==> src/rtl/req_enc_pkg.sv <==
// Shared types and sizing helpers for the request encoder.
// Imported by the priority encoder and by the top level.
package req_enc_pkg;

    localparam int N_REQ_DEFAULT = 4;

    // Index width for n request lines.
    // A single line still needs one index bit.
    function automatic int idx_w(input int n);
        return (n < 2) ? 1 : $clog2(n);
    endfunction

    typedef enum logic {
        EMPTY,
        FULL
    } slot_state_t;

endpackage

==> src/rtl/req_encoder_4x2_prio_enc.sv <==
// Combinational priority encoder: the highest set bit of vec wins.
// When vec is zero, all outputs are zero.
module prio_enc_n
    import req_enc_pkg::*;
#(
    parameter int N_REQ = N_REQ_DEFAULT
) (
    input  logic [N_REQ-1:0]         vec,
    output logic [idx_w(N_REQ)-1:0] idx,
    output logic [N_REQ-1:0]         onehot,
    output logic                     any
);

    localparam int IDX_W = idx_w(N_REQ);

    always_comb begin
        idx    = '0;
        onehot = '0;
        any    = |vec;
        // Ascending scan, so the last (highest) set bit overwrites lower ones.
        for (int i = 0; i < N_REQ; i++) begin
            if (vec[i]) begin
                idx = IDX_W'(i);
            end
        end
        if (any) begin
            onehot[idx] = 1'b1;
        end
    end

endmodule

==> src/rtl/req_encoder_4x2.sv <==
// Sequential priority encoder. Request events are latched into a pending
// register and emitted highest-index-first through a valid/ready output slot.
module req_encoder_4x2
    import req_enc_pkg::*;
#(
    parameter int N_REQ = N_REQ_DEFAULT
) (
    input  logic                     clk,
    input  logic                     rst_n,
    input  logic                     en,
    input  logic [N_REQ-1:0]         req_in,
    output logic [idx_w(N_REQ)-1:0] idx_out,
    output logic                     valid_out,
    input  logic                     ready_in,
    output logic [N_REQ-1:0]         pending_out,
    output logic                     overflow_out
);

    localparam int IDX_W = idx_w(N_REQ);

    // Output handshake: a transfer happens at a rising edge where
    // valid_out & ready_in. idx_out is stable while valid_out is high
    // and ready_in is low.
    slot_state_t      state, state_next;
    logic [N_REQ-1:0] pending, pending_next;
    logic [IDX_W-1:0] idx_next;
    logic             overflow_next;

    logic [IDX_W-1:0] prio_idx;
    logic [N_REQ-1:0] prio_onehot;
    logic             prio_any;

    logic             load;
    logic [N_REQ-1:0] load_mask;
    logic [N_REQ-1:0] capture;

    prio_enc_n #(
        .N_REQ (N_REQ)
    ) u_prio (
        .vec    (pending),
        .idx    (prio_idx),
        .onehot (prio_onehot),
        .any    (prio_any)
    );

    always_comb begin
        state_next    = state;
        load          = 1'b0;
        case (state)
            EMPTY: begin
                if (prio_any) begin
                    load       = 1'b1;
                    state_next = FULL;
                end
            end
            FULL: begin
                if (ready_in) begin
                    load       = prio_any;
                    state_next = prio_any ? FULL : EMPTY;
                end
            end
            default: state_next = EMPTY;
        endcase

        load_mask     = load ? prio_onehot : '0;
        capture       = en ? req_in : '0;
        // A newly captured bit re-arms pending even if it is being loaded now.
        pending_next  = (pending & ~load_mask) | capture;
        overflow_next = |(capture & pending & ~load_mask);
        idx_next      = load ? prio_idx : idx_out;
    end

    always_ff @(posedge clk or negedge rst_n) begin
        if (!rst_n) begin
            state        <= EMPTY;
            pending      <= '0;
            idx_out      <= '0;
            overflow_out <= 1'b0;
        end else begin
            state        <= state_next;
            pending      <= pending_next;
            idx_out      <= idx_next;
            overflow_out <= overflow_next;
        end
    end

    assign valid_out   = (state == FULL);
    assign pending_out = pending;

endmodule

==> config.mk <==
export PLATFORM = sky130hd
export DESIGN_NAME = req_encoder_4x2
export DESIGN_NICKNAME = d
export VERILOG_FILES = /design/src/rtl/req_enc_pkg.sv /design/src/rtl/req_encoder_4x2_prio_enc.sv /design/src/rtl/req_encoder_4x2.sv
export SDC_FILE = /design/constraint.sdc
export NUM_CORES = 1
export LEC_CHECK = 0
export ABC_AREA = 1
export CAP_MARGIN = 10
export CORE_AREA = 2 2 39 41
export DETAILED_ROUTE_END_ITERATION = 8
export DIE_AREA = 0 0 41 43
export GPL_ROUTABILITY_DRIVEN = 1
export GPL_TIMING_DRIVEN = 0
export PLACE_DENSITY = 0.65
export RECOVER_POWER = 50
export SETUP_SLACK_MARGIN = 0.5
export SLEW_MARGIN = 20
export SYNTH_ARGS = -nofsm -noshare
export SYNTH_HDL_FRONTEND = slang
export SYNTH_HIERARCHICAL = 1
export SYNTH_SLANG_ARGS = --single-unit
==> constraint.sdc <==
create_clock -name clk -period 1.1 [get_ports clk]
set_input_delay 0.22 -clock clk [delete_from_list [all_inputs] [get_ports clk]]
set_output_delay 0.22 -clock clk [all_outputs]
set_load 0.005 [all_outputs]
Word-level counts from Yosys, hierarchy flattened

Index checks and enable logic that the tools add are counted.

Logic and storage cells: 28
Register bits: 8

Order comparisons: 2
Reductions and logical operators: 3
Muxes and demuxes: 13
Bitwise operators: 6

Operator list:

| operator             | number |
|---|---|
| $and A4 B4 Y4        | 3 |
| $mux W4              | 3 |
| $reduce_or A4 Y1     | 2 |
| $mux W1              | 5 |
| $mux W2              | 2 |
| $not A4 Y4           | 1 |
| $or A4 B4 Y4         | 1 |
| $pmux W1 S2          | 2 |
| $lt A2 B3 Y1 const B | 1 |
| $demux W1 S2         | 1 |
| $ge A2 B1 Y1 const B | 1 |
| $logic_and A1 B1 Y1  | 1 |
| $not A1 Y1           | 1 |

Logic depth before layout (Yosys ltp)

Gate-level depths: netlist of the first run.

Word-level depth: 12
Depth in mapped cells: 9

Hierarchy

The synthesis of the first run kept the hierarchy.

By module, submodules not included:

| module          | instances | area an instance (µm²) | cells an instance |
|---|---|---|---|
| req_encoder_4x2 | 1         | 392.9                  | 53 |
| prio_enc_n      | 1         | 55.1                   | 14 |

Least setup slack after synthesis of the first run

Ideal clock, no wire load.

Kind: flip-flop to flip-flop
Start point: register pending[3], in the netlist pending_out[3]
End point: register overflow_out
Stages on the path, launching flop included: 9
Setup slack: -0.013 ns
Path buffers: 1
Arrival time: 1.048 ns
Period minus slack after synthesis: 1.113 ns
Library setup time: 0.065 ns
Required time: 1.035 ns
Path through: dfrtp_1 -> nor2_2 -> nand2_1 -> buf_4 -> nand3_1 -> nand2_1 -> nand2_1 -> inv_1 -> nand2_1

RTL lines:

| item                              | RTL line                                     | RTL |
|---|---|---|
| start, declared                   | req_encoder_4x2.sv:25                        | `logic [N_REQ-1:0] pending, pending_next;` |
| start signal, assigned            | req_encoder_4x2.sv:81                        | `pending <= pending_next;` |
| $reduce_or A4 Y1 (*)              | req_encoder_4x2_prio_enc.sv:19               | `any = \|vec;` |
| via prio_any                      | req_encoder_4x2.sv:31                        | `logic prio_any;` |
| $mux W1, on equally long branches | req_encoder_4x2.sv:57, req_encoder_4x2.sv:51 |  |
| $pmux W1 S2                       | req_encoder_4x2.sv:49                        | `case (state)` |
| $mux W4 (*)                       | req_encoder_4x2.sv:65                        | `load_mask = load ? prio_onehot : '0;` |
| $not A4 Y4 (*)                    | req_encoder_4x2.sv:69                        | `overflow_next = \|(capture & pending & ~load_mask);` |
| $and A4 B4 Y4 (*)                 | req_encoder_4x2.sv:69                        |  |
| $reduce_or A4 Y1 (*)              | req_encoder_4x2.sv:69                        |  |
| via overflow_next                 | req_encoder_4x2.sv:27                        | `logic overflow_next;` |
| end signal, assigned              | req_encoder_4x2.sv:83                        | `overflow_out <= overflow_next;` |
| end, declared                     | req_encoder_4x2.sv:16                        | `output logic overflow_out` |

Mark *: on every way through the listed nets, which the timed path passes. The rest lies on a longest branch.
A chain may end at the register's enable or synchronous reset.

Final worst setup path of the first run

Start point: register pending[1], in the netlist pending_out[1]
End point: register idx_out[0]

Cells in the longest elaborated chain, start to end: 3

Ends and longest elaborated chain:

| item                              | RTL line                                     | RTL |
|---|---|---|
| $reduce_or A4 Y1 (*)              | req_encoder_4x2_prio_enc.sv:19               |  |
| via prio_any                      | req_encoder_4x2.sv:31                        |  |
| $mux W1, on equally long branches | req_encoder_4x2.sv:57, req_encoder_4x2.sv:51 |  |
| $pmux W1 S2 (*)                   | req_encoder_4x2.sv:49                        |  |
| end signal, assigned              | req_encoder_4x2.sv:82                        | `idx_out <= idx_next;` |
| end, declared                     | req_encoder_4x2.sv:12                        | `output logic [idx_w(N_REQ)-1:0] idx_out,` |

Marks and branches as above.

==> impl_metrics.toml, run 1 <==
[cts]
cts.hold.buffers_added = 0
htree_levels = 1
clockBufferDepth = 2
worst_skew_pair.late_latency_ps = 250
cts.sink_count = 8
clk_transition_reported_paths_ps = 60
cts_inserted_buffers = 3
cts_tree = "done"
root_driver = "clkbuf_4"

[timing]
clock_skew_ps = 6.82
finalHoldViolCount = 0
drv_slew = 0
worst_pin_slew_ps = 401
number_of_endpoints_failing_setup_at_the_final_stage = 9
fmax_mhz = 820
period_needed_ps = 1220
fin_worst_hold_slack_ps = 327
worst_slew_margin_rel_pct = 73.2
postLayoutSetupSlackWorst_ps = -120
rsz0062_at_grt = "yes"
final_period_utilization_pct = 111

[finish]
stdcell_area_um2 = 787
multi_input_gate_area_um2 = 249
number_of_fill_cells = 135
antenna-diode-count = 0
ff_latch_area_um2 = 201
final_nets = 110
drive_above_1_share_pct = 44.0
most-common-layout-cells = "26 x nand2_1, 12 x buf_4, 9 x inv_1"
area.growth.synth_to_final_pct = 75.7
layout.cells.most_common = "nand2_1"

[place]
gp_routability_congestion = 0.808
place_hpwl_um = 713
detailed_place.area_um2 = 642
numPortBuffers = 15

[route]
wl_per_cell_um = 11.2
route.vias.total = 503
avgViaCountPerCell = 4.34
first_iter_violations = 9
route.detailed.drc = 0
detailedRoute.firstPassIterationCount = 4
routed_wirelength_mm = 1.30
drt.antenna.violating_nets = 0

[setup_path]
worstPathMaxFanout = 7
timing.critical_path.to_type = "flop"
worst_endpoint_data_arrival_time_ps = 1410
crit_required_ps = 1290
criticalPathCategory = "reg -> reg"
type_of_element_launching_the_critical_path = "flop"

[grt]
grt_pass1_wl_mm = 1.92
number_of_antenna_violations_at_the_first_check_in_global_routing = 0
remaining_global_route_overflow = 0
track_usage_pct = 16.7
maximum_number_of_pins_on_one_net_before_global_route_repair = 9
first_global_vias = 479

[floorplan]
fp-row-count = 14
i_o_pins = 16
dieArea_um2 = 1760
fp.dieH_um = 43
floorplan.initialDensity_pct = 32.4
area_of_the_placeable_core_um2 = 1380
die_w_um = 41

[synthesis]
synthDistinctLibCells = 11
synth-warning-count = 6
post_synth.cell_area_avg_um2 = 6.69
post_synth_instance_area_um2 = 448
synth.yosys.seq_area_share_pct = 44.7
synth_fp_nets = 75
ys_seq_elements = 8
post_synth_inst_count = 67

[run_status]
violations = "negative setup slack"
outcome = "finished, violations left"

[hold_path]
worstHoldPathType = "in -> async"

[power_and_ir_drop]
leakagePower_nw = 0.435
vdd_drop_max_v = 0.000594
pwr_density_cell_nw_per_um2 = 1450

[flow_run]
maxCapViolCount = 0
==> cells in the mapped netlist <==
cell type,n,area (um2)
nand2_1,29,109
inv_1,11,41.3
dfrtp_1,8,200
nor2_1,8,30.0
nand3_1,5,25.0
buf_4,1,7.51
clkbuf_1,1,3.75
inv_2,1,3.75
nand2_4,1,11.3
nand3_2,1,10.0
nor2_2,1,6.26
==> layout make-up <==
type,count,share of cell area (%)
inverter,12,5.72
multi-input combinational,45,31.6
tap,16,2.54
timing repair buffer,30,29.7
clock buffer,3,2.86
sequential,8,25.6
buffer,2,1.91
==> per-stage QoR <==
step	TNS, ps	power, W	setup slack, ps	instances	util (%)
floorplan	0	0.000555	18.5	67	-
finish	-448	0.00114	-120	116	56.9
global placement	-597	0.000707	-160	98	46.4
detailed placement	-772	0.000719	-165	98	46.4
global route	-1030	0.00122	-196	116	56.9
CTS	-158	0.00106	-94.8	111	52.9
==> path summary, 6_finish.rpt <==
check,start,endpoint,slack [ps],depth (start not counted)
worst max-delay path,pending_out[1],idx_out[0],-120,8
worst min-delay path,rst_n,idx_out[0],330,1
worst max register to register,pending_out[1],idx_out[0],-120,8
worst min register to register,idx_out[1],idx_out[1],460,2
max in group asynchronous,rst_n,pending_out[1],470,1
min in group clk,idx_out[1],idx_out[1],460,2
==> critical path, stage by stage (launching register included) <==
cell and delay [ps]:
dfrtp_2 420, buf_6 140, nor2_2 100, nand2_1 60
buf_6 140, buf_4 130, nand2_1 80, nand2_1 50
nand2_1 50
==> power breakdown <==
group / internal [W] / switching, W
Combinational: 0.000272 / 0.000262
Clock: 0.000125 / 0.000104
Sequential: 0.000346 / 0.0000274
Total: 0.000744 / 0.000394
==> cell families (layout without fill, tap and decap cells) <==
family / after synthesis / count (layout) / share of synthesized area (%)
and+or+nand+nor: 45 / 45 / 42.7
DFF: 8 / 8 / 44.7
buffers and inverters: 14 / 47 / 12.6
==> registers in the layout, summed over array words and instances (netlist names) <==
register,cells
overflow_out,1
pending_out,4
idx_out,2
valid_out,1
==> routing by layer <==
layer | vias up | track usage, % | part of all wire, %
li1 | 261 | - | -
met1 | 224 | 19.8 | 39
met2 | 16 | 25.6 | 55
met3 | 2 | 4.71 | 5.0
met4 | 0 | 9.33 | 1.5
met5 | - | 0 | 0
==> repair_timing <==
action,in CTS,in global routing
pin swaps,6,4
resized for setup,36,9
buffers inserted,10,5
setup endpoints to repair,16,16
Power figures use the tool's default switching activity.
==> run 2, diff against run 1 <==
--- a/config.mk
+++ b/config.mk
@@ -12,7 +12,7 @@
 export DIE_AREA = 0 0 41 43
 export GPL_ROUTABILITY_DRIVEN = 1
 export GPL_TIMING_DRIVEN = 0
-export PLACE_DENSITY = 0.65
+export PLACE_DENSITY = 0.63
 export RECOVER_POWER = 50
 export SETUP_SLACK_MARGIN = 0.5
 export SLEW_MARGIN = 20
==> constraint.sdc (replaced) <==
create_clock -name clk -period 1.4 [get_ports clk]
set_input_delay 0.28 -clock clk [delete_from_list [all_inputs] [get_ports clk]]
set_output_delay 0.28 -clock clk [all_outputs]
set_load 0.005 [all_outputs]
==> run 2 against run 1 <==
Compared with the run above:
- the run now ends clean
- via count decreased by 1.2%
- non-clock buffer count down 3
- cell count down 2.6%
- largest power group unchanged
- highest routed layer unchanged
==> impl_metrics.toml, run 2 (synthesis gave the netlist of run 1 again) <==
[timing]
final_period_utilization_pct = 85.9
worst_slew_margin_rel_pct = 75.4
setup-tns-final_ps = 0
period_needed_ps = 1200
rsz0062_at_grt = "yes"
number_of_endpoints_failing_setup_at_the_final_stage = 0
finalHoldViolCount = 0
fmax_mhz = 831
drv_slew = 0
worst_pin_slew_ps = 368
postLayoutSetupSlackWorst_ps = 197
clock_skew_ps = 2.73

[cts]
root_driver = "clkbuf_4"
cts.sink_count = 8
clk_transition_reported_paths_ps = 60
clockBufferDepth = 2
worst_skew_pair.late_latency_ps = 250
cts_inserted_buffers = 3
cts.hold.buffers_added = 0
cts_tree = "done"
htree_levels = 1

[finish]
number_of_fill_cells = 135
layout.cells.most_common = "nand2_1"
fin_cells = 113
ff_latch_area_um2 = 201
area.growth.synth_to_final_pct = 68.7
final_nets = 107
multi_input_gate_area_um2 = 234
largest_register_ffs = 4
antenna-diode-count = 0
most-common-layout-cells = "27 x nand2_1, 9 x inv_1, 8 x buf_4"
drive_above_1_share_pct = 39.2

[power_and_ir_drop]
leakagePower_nw = 0.417
vdd_drop_max_v = 0.000754
pwr_density_cell_nw_per_um2 = 1120

[floorplan]
area_of_the_placeable_core_um2 = 1380
fp.dieH_um = 43
fp-row-count = 14
i_o_pins = 16
floorplan.initialDensity_pct = 32.4
die_w_um = 41
dieArea_um2 = 1760

[setup_path]
regToRegStartpoint = "pending_out[2]"
cell_depth_of_the_worst_flop_to_flop_path = 9
worst_endpoint_data_arrival_time_ps = 1400
crit_slowest_cell = "dfrtp_1"
worstPathMaxFanout = 8
crit_required_ps = 1590
timing.critical_path.cells = "buf_6 -> nor2_4 -> nand2_1 -> buf_6 -> nand3_2 -> nand2_1 -> nand2_1 -> inv_1 -> nand2_1"
criticalPathCategory = "reg -> reg"
rr_endpoint = "overflow_out"
worst_path_largest_cell_delay_ps = 390
timing.critical_path.to_type = "flop"
critical_path.most_common_cell = "nand2_1"
type_of_element_launching_the_critical_path = "flop"
timing.reg2reg.setup_slack_ps = 200

[place]
numPortBuffers = 15
numPlacedInstances = 98
gp_routability_congestion = 0.767
place_hpwl_um = 677
place_ws_ps = 74.1

[hold_path]
worstHoldPathType = "in -> async"

[route]
route.detailed.drc = 0
wl_per_cell_um = 9.63
first_iter_violations = 6
detailedRoute.firstPassIterationCount = 3
route.vias.total = 497
routed_wirelength_mm = 1.09
drt.antenna.violating_nets = 0
avgViaCountPerCell = 4.40

[grt]
track_usage_pct = 15.7
grt_pass1_wl_mm = 1.77
number_of_antenna_violations_at_the_first_check_in_global_routing = 0
first_global_vias = 439
maximum_number_of_pins_on_one_net_before_global_route_repair = 9
remaining_global_route_overflow = 0

[flow_run]
maxCapViolCount = 0

[run_status]
outcome = "complete, no violations"
-- run 2: cell count changes in the layout (fill, tap and decap cells not counted), sizes merged --
cell	change
buf	-5
clkbuf	+2
-- run 2: worst max-delay path by stage --
stage                         from             end  slack (ps)  depth (start not counted)
finish              pending_out[2]    overflow_out         200                          9
detailed placement        ready_in    overflow_out          70                          8
global route        pending_out[2]    overflow_out         110                          9
floorplan           pending_out[2]    overflow_out         320                          8
CTS                 pending_out[3]  pending_out[3]         190                          1
global placement          ready_in    overflow_out          90                          8
-- run 2: where the power goes --
part	switching, W	internal, W	total [W]	leakage [nW]
logic	0.000171	0.000200	0.000371	0.320
registers	0.0000225	0.000272	0.000294	0.0830
clock network	0.0000818	0.0000983	0.000180	0.0138
-- run 2: cell type report --
| type | instances | area share, % |
|---|---|---|
| multi-input combinational | 45 | 31.0 |
| tap | 16 | 2.65 |
| timing repair buffer | 27 | 28.8 |
| inverter | 12 | 5.96 |
| clock buffer | 3 | 2.98 |
| sequential | 8 | 26.7 |
| buffer | 2 | 1.99 |
-- run 2: timing repair --
item | 4_1_cts | 5_1_grt
setup endpoints to repair | 16 | 16
setup buffers | 11 | 1
pin swaps | 4 | 1
resized for setup | 42 | 2
-- run 2: layer usage --
| metal | global-route usage (%) | vias up | routed length, um |
|---|---|---|---|
| met5 | 0 | - | 0 |
| met3 | 6.28 | 2 | 59 |
| met2 | 24.4 | 14 | 574 |
| met4 | 10.0 | 0 | 14 |
| li1 | - | 257 | - |
| met1 | 16.4 | 224 | 440 |
-- run 2: through the flow --
stage | utilization (%) | cell area [um2] | power (W) | hold slack (ps)
after floorplan | - | 472 | 0.000436 | -15.6
after global placement | 46.4 | 642 | 0.000555 | 456
after detailed placement | 46.4 | 642 | 0.000559 | 458
after CTS | 54.6 | 756 | 0.000839 | 311
after global routing | 54.6 | 756 | 0.000910 | 390
final | 54.6 | 756 | 0.000845 | 371
-- run 2: worst max-delay path: cells and delay by family, from the launching register on --
kind	cells	cell delay, ps
flops	1	390
buf+inv	3	310
simple gates	6	450
